[src/rtl/sdb_pkg.sv]
// Shared definitions for the sum/carry select adder slice.
// Holds the default operand width, a word type and an arithmetic reference
// sum used by benches to check the ripple/select datapath.
package sdb_pkg;

  localparam int SDB_DEFAULT_WIDTH = 8;

  typedef logic [SDB_DEFAULT_WIDTH-1:0] sdb_word_t;

  // Reference result {carry, sum} computed with plain arithmetic so that it
  // shares nothing with the ripple-chain structure of the hardware.
  function automatic logic [SDB_DEFAULT_WIDTH:0] sdb_ref_sum(
    input sdb_word_t a,
    input sdb_word_t b,
    input logic      cin
  );
    logic [SDB_DEFAULT_WIDTH:0] total;
    total = {1'b0, a} + {1'b0, b} + {{SDB_DEFAULT_WIDTH{1'b0}}, cin};
    return total;
  endfunction

endpackage

[src/rtl/sdb_carry_chain.sv]
// Ripple carry chain with a constant carry-in.
// The inner adder builds two of these (carry-in 0 and 1) and picks one later,
// so the slow ripple never waits on the real carry-in.
module sdb_carry_chain
  import sdb_pkg::*;
#(
  parameter int WIDTH = SDB_DEFAULT_WIDTH,
  parameter bit CIN   = 1'b0
) (
  input  logic [WIDTH-1:0] p,
  input  logic [WIDTH-1:0] g,
  output logic [WIDTH-1:0] sum,
  output logic             c_out
);

  // Ripple from bit 0 upward; the running carry is a local variable so the
  // chain is a single combinational pass without a self-feeding vector.
  always_comb begin
    logic carry;
    carry = CIN;
    sum   = '0;
    for (int i = 0; i < WIDTH; i++) begin
      sum[i] = p[i] ^ carry;
      carry  = g[i] | (p[i] & carry);
    end
    c_out = carry;
  end

endmodule

[src/rtl/sdb_inner_adder.sv]
// Inner adder slice of the carry-select adder.
// Both candidate sums (carry-in 0 and carry-in 1) are formed from the
// propagate vector supplied by the enclosing stage, c_in selects one, and the
// result is registered with a one-cycle latency.
// Optional build macro SDB_INNER_PCHECK_EN adds a registered p_err output that
// flags operands whose supplied propagate vector disagrees with a ^ b.
module sdb_inner_adder
  import sdb_pkg::*;
#(
  parameter int WIDTH = SDB_DEFAULT_WIDTH
) (
  input  logic             clk,
  input  logic             rst,
  input  logic             in_valid,
  input  logic [WIDTH-1:0] a,
  input  logic [WIDTH-1:0] b,
  input  logic [WIDTH-1:0] p,
  input  logic             c_in,
  output logic             out_valid,
  output logic [WIDTH-1:0] s,
  output logic             c_out
`ifdef SDB_INNER_PCHECK_EN
  ,
  output logic             p_err
`endif
);

  logic [WIDTH-1:0] g;
  logic [WIDTH-1:0] sum0;
  logic [WIDTH-1:0] sum1;
  logic             carry0;
  logic             carry1;
  logic [WIDTH-1:0] sel_sum;
  logic             sel_carry;

  assign g = a & b;

  sdb_carry_chain #(
    .WIDTH(WIDTH),
    .CIN  (1'b0)
  ) u_chain0 (
    .p    (p),
    .g    (g),
    .sum  (sum0),
    .c_out(carry0)
  );

  sdb_carry_chain #(
    .WIDTH(WIDTH),
    .CIN  (1'b1)
  ) u_chain1 (
    .p    (p),
    .g    (g),
    .sum  (sum1),
    .c_out(carry1)
  );

  // Late carry-in picks whichever precomputed chain matches it.
  always_comb begin
    sel_sum   = sum0;
    sel_carry = carry0;
    if (c_in) begin
      sel_sum   = sum1;
      sel_carry = carry1;
    end
  end

  // Output register: capture on valid, otherwise drop valid and hold the data.
  always_ff @(posedge clk) begin
    if (rst) begin
      out_valid <= 1'b0;
      s         <= '0;
      c_out     <= 1'b0;
    end else if (in_valid) begin
      out_valid <= 1'b1;
      s         <= sel_sum;
      c_out     <= sel_carry;
    end else begin
      out_valid <= 1'b0;
    end
  end

`ifdef SDB_INNER_PCHECK_EN
  // Propagate checker: flags a bad p on accepted operands, aligned with s.
  always_ff @(posedge clk) begin
    if (rst) begin
      p_err <= 1'b0;
    end else begin
      p_err <= in_valid & (p != (a ^ b));
    end
  end
`endif

endmodule

[config.mk]
export PLATFORM = sky130hd
export DESIGN_NAME = sdb_inner_adder
export DESIGN_NICKNAME = d
export VERILOG_FILES = /design/src/rtl/sdb_pkg.sv /design/src/rtl/sdb_carry_chain.sv /design/src/rtl/sdb_inner_adder.sv
export SDC_FILE = /design/constraint.sdc
export NUM_CORES = 1
export LEC_CHECK = 0
export CORE_UTILIZATION = 34
export DETAILED_ROUTE_END_ITERATION = 12
export GPL_TIMING_DRIVEN = 1
export HOLD_SLACK_MARGIN = 0.08
export PLACE_DENSITY = 0.81
export SLEW_MARGIN = 20
export SYNTH_ARGS = -nofsm -noshare
export SYNTH_HDL_FRONTEND = slang
export SYNTH_SLANG_ARGS = --single-unit
[constraint.sdc]
create_clock -name clk -period 9.1 [get_ports clk]
set_input_delay 1.82 -clock clk [delete_from_list [all_inputs] [get_ports clk]]
set_output_delay 1.82 -clock clk [all_outputs]
set_load 0.005 [all_outputs]
# Word-level counts from Yosys, hierarchy flattened
# Index checks and enable logic that the tools add are counted.
[word_totals]
regBits = 10
inputBits = 28
out_inout_bits = 10
wordCells = 51
[op_classes]
mux = 3
n_bitwise = 45
[op_table]
columns = ["op", "n"]
rows = [
  ["$or A1 B1 Y1", 15],
  ["$and A1 B1 Y1", 14],
  ["$xor A1 B1 Y1", 14],
  ["$and A8 B8 Y8", 1],
  ["$mux W8", 1],
  ["$mux W1", 2],
  ["$not A1 Y1", 1],
]

# Longest topological paths before layout
# Gate-level depths: netlist (run 1).
[logic_depth]
word_depth = 17
ltp_mapped = 16
depth_no_buf = 16

# Cells and area by module
# From an unflattened synthesis (run 1), not the netlist that was laid out.
[unflattened]
hier_cells = 81
hier_area_um2 = 753.2
[by_module_without_submodules]
columns = ["module", "instances", "cells_each", "area_each_um2"]
rows = [
  ["sdb_inner_adder", 1, 50, 473.0],
  ["sdb_carry_chain at u_chain1", 1, 16, 141.4],
  ["sdb_carry_chain at u_chain0", 1, 15, 138.9],
]

# Worst setup path before layout (run 1)
# Ideal clock, no wire load.
[synth_timing]
path_kind = "input to register"
from = "in c_in"
to = "reg s[7]"
t_arrival_ns = 4.305
required_time_ns = 8.972
setup_slack_ns = 4.667
path_stages = 16
path_cell_list = "a22o_1 -> ha_1 -> a21o_1 -> ha_1 -> a21o_1 -> ha_1 -> a21o_1 -> ha_1 -> a21o_1 -> ha_1 -> a21o_1 -> ha_1 -> a21o_1 -> ha_1 -> mux2i_1 -> nor2_1"
[synth_rtl]
columns = ["element", "line_no", "rtl"]
rows = [
  ["start: declaration", "sdb_inner_adder.sv:18", "input logic c_in,"],
  ["end signal: assignment", "sdb_inner_adder.sv:76", "s <= sel_sum;"],
  ["end: declaration", "sdb_inner_adder.sv:20", "output logic [WIDTH-1:0] s,"],
]

==> impl_results.md, run 1 <==
* Ant diodes at 0
* Max clock buf depth at 2
* Synth Cell Area at about 500 um^2
* Asr flop ratio synth at 0%
* CTS root buf: clkbuf_4
* GRT overflow at 0
* VDD IR max at 82.10 uV
* Yosys top cell area share at 40.40%
* TritonCTS Buffers at 3
* # hold bufs at CTS at 0
* CTS resizes at 0
* Max_slew headroom at approximately 62%
* Status: finished clean
* CTS tree: yes
* RSZ-0062 raised after global routing: false
* Final instance area at 892.1 um^2
* Final HPWL DP at ~960 um
* Die Ht at approximately 40 um
* Slew Limit Fails at 0
* Number of setup violations in the final report at 0
* Largest net degree at the start of global routing at 13
* Leakage at 0.4108 nW
* Maxcap violations at 0
* Worst Hold Depth at 2
* Initial core utilization at between 30% and 40%
* Post-DRT Antenna Nets at 0
* I/O Buffers at 37
* Startpoint Class: primary input
* Largest area contributor in the netlist: dfxtp_1
* CP dominant cell by count: ha_1
* CP Max Fanout at 2
* H-tree Lvls at 1
* Final WL at 1179 um
* WP buf/inv at 1
* Share of layout cells above drive strength 1 at under 10%
* Vias in the first global route at 432
* Max incr delay on CP at 0.45 ns
* # IOs at 38
* Flop-to-flop setup slack at 8.42 ns
* Clock Skew at 0 ns
* Top cells by count, synth: dfxtp_1 (10), nor2_1 (9), ha_1 (7), mux2i_1 (7), a21o_1 (6)
* Floorplan row count at 13
* Synthesized flop and latch total at 10
* Setup bufs post-CTS at 0
* Crit share post-route at between 50% and 60%
* Reg-to-Reg Start: s[0]$_SDFFE_PP0P_
* Seq/Total Area, Yosys at 40.40%
* Layout area overhead at 80.05%
* DRC Markers at 0
* Worst R2R Path Depth at 2
* Critical-path cell list: clkdlybuf4s50_1 > a22o_1 > ha_1 > a21o_1 > ha_1 > a21o_1 > ha_1 > a21o_1 > ha_1 > a21o_1 > ha_1 > a21o_1 > ha_1 > a21o_1 > ha_1 > mux2i_1 > nor2_1
* Number of flops mapped to enable cells by yosys at 0
* Hold Crit Class: reg -> reg
* Die Footprint at 0.001614 mm^2
* Reg-to-reg endpoint: s[0]$_SDFFE_PP0P_
* Gr usage total at between 15 and 20%
* Slowest cell on crit path: clkdlybuf4s50_1
* Initial antenna violation count at 0
* Type of the worst setup path: in -> reg
* Die width at about 40 um
* Top_reg_cell synth: dfxtp_1
* Placed cell area at just under 900 um^2
* Mapped Cells at 47
* NumNets Final at 122
* Crit path max-delay family: adder cells
* DR vias/cell at 4.670
* Final Hold Fails at 0
* Global-route wire length before repair at between 1500 and 2000 um
* Vias at 467
* Highest Clock Rate at between 0.2 and 0.25 GHz
* Core region area at 0.001334 mm^2
* Worst min-delay path startpoint: s[5]$_SDFFE_PP0P_
* Most frequent cell after synthesis: dfxtp_1
* Slew of the pin with the lowest slew margin at between 0.5 and 0.6 ns
* Syn avg cell area at around 11 um^2
* Routability-driven placement congestion ratio at approximately 0.66
* DR pass1 iterations at 4
* DR iter-0 viols at 3
* Crit path time final at between 4 and 5 ns
* PwrDens at about 120 mW/mm^2
* Clk sink count at 10
* Setup TNS at 0 ns
* Syn_nets at between 80 and 90
* Worst-path clk slew at around 0.06 ns
* Arrival time worst endpoint at between 4 and 5 ns
* Synth cell types at 12
* YS warnings at 0
* Clk_lat worst skew at between 0.2 and 0.3 ns
* Routed len/inst at 11.79 um
* Required @ worst endpoint at ~9 ns
* Hold Path End: s[5]$_SDFFE_PP0P_
* CP Capture Type: flop
* Synth top area cells: dfxtp_1 (40%), ha_1 (18%), mux2i_1 (14%)
[flip-flops by register name, summed over array words and instances, names as in the netlist]
name and cells:
s 8, c_out 1, out_valid 1
[report_power, final]
part	switching, mW	total (mW)	leakage, nW	internal, mW
Sequential	0.00162	0.0491	0.0828	0.0475
Combinational	0.0102	0.0332	0.314	0.0229
Clock	0.0129	0.0280	0.0138	0.0152
[per-layer routing]
| metal | part of all wire (%) | wire length, um | track usage [%] |
|---|---|---|---|
| met2 | 50 | 585 | 27.82 |
| met1 | 41 | 479 | 18.92 |
| met5 | 0 | 0 | 0 |
| met4 | 0 | 0 | 15.00 |
| met3 | 9.7 | 114 | 5.000 |
[worst max path at each step]
| stage | startpoint | end | slack (ns) | cells after the start |
|---|---|---|---|---|
| 6_report | c_in | s[7]$_SDFFE_PP0P_ | 4.32 | 17 |
| 5_1_grt | c_in | s[7]$_SDFFE_PP0P_ | 4.18 | 17 |
| 4_1_cts | c_in | s[7]$_SDFFE_PP0P_ | 4.30 | 17 |
| 3_5_place_dp | c_in | s[7]$_SDFFE_PP0P_ | 4.03 | 17 |
| 3_3_place_gp | c_in | s[7]$_SDFFE_PP0P_ | 4.09 | 17 |
| 2_1_floorplan | c_in | s[7]$_SDFFE_PP0P_ | 4.67 | 16 |
[placed cells by master (no fill, tap or decap)]
| cell type | instances |
|---|---|
| a21o_1 | 6 |
| clkdlybuf4s50_1 | 37 |
| nor2b_1 | 1 |
| nor2_1 | 9 |
| clkbuf_4 | 3 |
| mux2i_1 | 7 |
| dfxtp_1 | 10 |
| a211oi_1 | 2 |
| a22o_1 | 1 |
| xnor2_1 | 1 |
| ha_1 | 7 |
| a21oi_1 | 1 |
[worst min-delay path, cell delays in order (launching register included)]
cell and delay, ns:
dfxtp_1 0.32, mux2i_1 0.06, nor2_1 0.07
[final cells by class]
cell class              count  area [um^2]
fillers                   113        441.7
repair buffers             37        370.4
multi-input cells          35        280.3
flip-flops and latches     10        200.2
clock buffers               3        22.52
well taps                  15        18.77
[cell families after synthesis]
group,synth area share [%]
AO/OA/AOI/OAI,14.90
XOR/XNOR,1.768
adder cells (fa/ha/maj),17.68
buffers and inverters,3.029
flip-flops,40.40
multiplexers,14.14
AND/OR/NAND/NOR,8.081
[per-stage QoR]
stage	setup slack, ns	cells	power, mW	utilization [%]	hold WS, ns
floorplan	4.667	47	0.06218	-	0.4783
global placement	4.094	97	0.08271	65.20	0.4713
detailed placement	4.027	97	0.08356	65.20	0.4784
CTS	4.300	100	0.1124	66.89	0.4874
global route	4.185	100	0.1183	66.89	0.5238
finish	4.321	100	0.1103	66.89	0.4893
Power figures use the tool's default switching activity.
==> run 2: changes to the inputs <==
--- a/config.mk
+++ b/config.mk
@@ -5,11 +5,11 @@
 export SDC_FILE = /design/constraint.sdc
 export NUM_CORES = 1
 export LEC_CHECK = 0
-export CORE_UTILIZATION = 34
+export CORE_UTILIZATION = 32
 export DETAILED_ROUTE_END_ITERATION = 12
 export GPL_TIMING_DRIVEN = 1
 export HOLD_SLACK_MARGIN = 0.08
-export PLACE_DENSITY = 0.81
+export PLACE_DENSITY = 0.77
 export SLEW_MARGIN = 20
 export SYNTH_ARGS = -nofsm -noshare
 export SYNTH_HDL_FRONTEND = slang
==> constraint.sdc (replaced) <==
create_clock -name clk -period 4.7 [get_ports clk]
set_input_delay 0.94 -clock clk [delete_from_list [all_inputs] [get_ports clk]]
set_output_delay 0.94 -clock clk [all_outputs]
set_load 0.005 [all_outputs]
==> run 2 against run 1 <==
Clock skew unchanged. Combinational power up 91%. Register-to-register slack worse by 4.4 ns. Worst hold slack better by 0.0045 ns. Power up 110%. First-iteration DRC count up 33%. Sequential power up 94%. Count of clock-buffer cells in the layout up 1.
==> impl_results.md, run 2 (same netlist as run 1, synthesis figures left out) <==
* Slew Limit Fails at 0 (unchanged)
* Final instance area at 905.9 um^2 (was 892.1 um^2)
* Placed cell area at 869.6 um^2 (unchanged)
* M3 GR Usage at 3.723% (was 5.000%)
* DR vias/cell at 4.723 (was 4.670)
* Largest net degree at the start of global routing at 13 (unchanged)
* Clock power share at 32.1% (was 25.4%)
* Placed cells at 97 (unchanged)
* Initial antenna violation count at 0 (unchanged)
* Required @ worst endpoint at 4.84 ns (was 9.23 ns)
* Crit path time final at roughly 4 ns
* DRC Markers at 0 (unchanged)
* Max clock buf depth at 2 (unchanged)
* Grt met1 use at 13.36% (was 18.92%)
* Floorplan row count at 13 (unchanged)
* Routed len/inst at 11.05 um (was 11.79 um)
* GRT overflow at 0 (unchanged)
* Hold Crit Class: reg -> reg (unchanged)
* NumNets Final at 122 (unchanged)
* Clk sink count at 10 (unchanged)
* Maxcap violations at 0 (unchanged)
* DR iter-0 viols at 4 (was 3)
* TritonCTS Buffers at 3 (unchanged)
* GR met2 Demand/Resource at 23.83% (was 27.82%)
* Share of layout cells above drive strength 1 at 4.651% (was 3.529%)
* Most Crowded Layer GR: met2 (unchanged)
* H-tree Lvls at 1 (unchanged)
* Status: finished clean (unchanged)
* I/O Buffers at 37 (unchanged)
* Max_slew headroom at 60.80% (was 62.08%)
* Leakage at 0.4180 nW (was 0.4108 nW)
* Sequential Power Share at 40.8% (was 44.5%)
* CTS root buf: clkbuf_4 (unchanged)
* Setup TNS at 0 ns (unchanged)
* Vias in the first global route at 376 (was 432)
* VDD IR max at 152.8 uV (was 82.10 uV)
* CP Capture Type: flop (unchanged)
* Core region area at 0.001366 mm^2 (was 0.001334 mm^2)
* Largest registers: s: 8 flops, c_out: 1 flops, out_valid: 1 flops (unchanged)
* Arrival time worst endpoint at 4.04 ns (was 4.91 ns)
* Initial core utilization at 36.26% (was 37.15%)
* Internal Power at 0.1830 mW (was 0.08560 mW)
* Vias at 477 (was 467)
* Die width at 41.35 um (was 40.18 um)
* RSZ-0062 raised after global routing: false (unchanged)
* Layout Cells excl Fill at 101 (was 100)
* CP dominant cell by count: ha_1 (unchanged)
* # IOs at 38 (unchanged)
* Highest Clock Rate at ~0.26 GHz
* Power, Total at 0.2337 mW (was 0.1103 mW)
* CP Max Fanout at 2 (unchanged)
* Number of setup violations in the final report at 0 (unchanged)
* Max reg flops at 8 (unchanged)
* CTS tree: yes (unchanged)
* Startpoint Class: primary input (unchanged)
* Layout area overhead at 82.83% (was 80.05%)
* # hold bufs at CTS at 0 (unchanged)
* Post-DRT Antenna Nets at 0 (unchanged)
* Critical-path cell list: clkdlybuf4s50_1 > a22o_1 > ha_1 > a21o_1 > ha_1 > a21o_1 > ha_1 > a21o_1 > ha_1 > a21o_1 > ha_1 > a21o_1 > ha_1 > a21o_1 > ha_1 > mux2i_1 > nor2_1 (unchanged)
* DR pass1 iterations at 2 (was 4)
* Crit path max-delay family: adder cells (unchanged)
* CTS resizes at 0 (unchanged)
* Clock Skew at 0 ns (unchanged)
* Part of the power in combinational logic at 27.1% (was 30.1%)
* Max incr delay on CP at 0.44 ns (was 0.45 ns)
* Die Ht at 41.35 um (was 40.18 um)
* Most flops, register: s (unchanged)
* Most frequent cells in the layout: clkdlybuf4s50_1 (37), dfxtp_1 (10), nor2_1 (9), mux2i_1 (7), ha_1 (7) (unchanged)
* Worst-path clk slew at 0.06 ns (about the same)
* Die Footprint at 0.001710 mm^2 (was 0.001614 mm^2)
* Final HPWL DP at 897.8 um (was 959.4 um)
* Fillers at 122 (was 113)
* Crit share post-route at roughly 83%
* Final WL at 1116 um (was 1179 um)
* Clk_lat worst skew at 0.26 ns (was 0.25 ns)
* Net switching power at 0.05071 mW (was 0.02473 mW)
* Gr usage total at 13.13% (was 17.51%)
* Sw Share at 21.70% (was 22.42%)
* Type of the worst setup path: in -> reg (unchanged)
* Routability-driven placement congestion ratio at 0.7002 (was 0.6638)
* Slowest cell on crit path: clkdlybuf4s50_1 (unchanged)
* WP buf/inv at 1 (unchanged)
* PwrDens at 258.0 mW/mm^2 (was 123.7 mW/mm^2)
* Slew of the pin with the lowest slew margin at 0.5862 ns (was 0.5670 ns)
* Setup bufs post-CTS at 0 (unchanged)
* Final Hold Fails at 0 (unchanged)
* Most common cell after layout, fill and taps aside: clkdlybuf4s50_1 (unchanged)
* Global-route wire length before repair at 1421 um (was 1752 um)
* Ant diodes at 0 (unchanged)
run 2: worst min-delay path, cell delays in order (launching register included):
cell,delay (ns)
dfxtp_1,0.33
mux2i_1,0.06
nor2_1,0.07
run 2: area by class of cell:
class	count	area, um^2	share of cell area (%)
Clock buffer	4	36.28	4.006
Multi-Input combinational cell	35	280.3	30.94
Sequential cell	10	200.2	22.10
Tap cell	15	18.77	2.072
Timing Repair Buffer	37	370.4	40.88
run 2: worst paths after layout:
| path | from | endpoint | slack [ns] | cells past startpoint |
|---|---|---|---|---|
| worst min register to register | s[7]$_SDFFE_PP0P_ | s[7]$_SDFFE_PP0P_ | 0.49 | 2 |
| worst max-delay path | c_in | s[7]$_SDFFE_PP0P_ | 0.80 | 17 |
| worst max register to register | c_out$_SDFFE_PP0P_ | c_out$_SDFFE_PP0P_ | 4.00 | 2 |
| worst min-delay path | s[7]$_SDFFE_PP0P_ | s[7]$_SDFFE_PP0P_ | 0.49 | 2 |
run 2: through the flow:
step / utilization, % / worst slack (ns) / hold slack, ns
4_1_cts: 66.30 / 0.7803 / 0.4933
3_3_place_gp: 63.64 / 0.5492 / 0.4722
2_1_floorplan: - / 1.147 / 0.4783
5_1_grt: 66.30 / 0.6181 / 0.5178
6_report: 66.30 / 0.8034 / 0.4938
3_5_place_dp: 63.64 / 0.4904 / 0.4841
run 2: layer usage:
layer / wire [um] / vias up / part of all wire, %
met1: 439 / 205 / 39
li1: - / 246 / -
met4: 0 / 0 / 0
met3: 163 / 0 / 15
met5: 0 / - / 0
met2: 514 / 26 / 46
run 2: power groups by stage:
stage                     clock network (mW)  logic, mW  registers (mW)
after floorplan                            0     0.0226          0.0978
after global placement                     0     0.0627          0.0969
after detailed placement                   0     0.0640          0.0971
after CTS                             0.0780     0.0644          0.0954
after global routing                  0.0833     0.0702          0.0960
final                                 0.0751     0.0633          0.0953
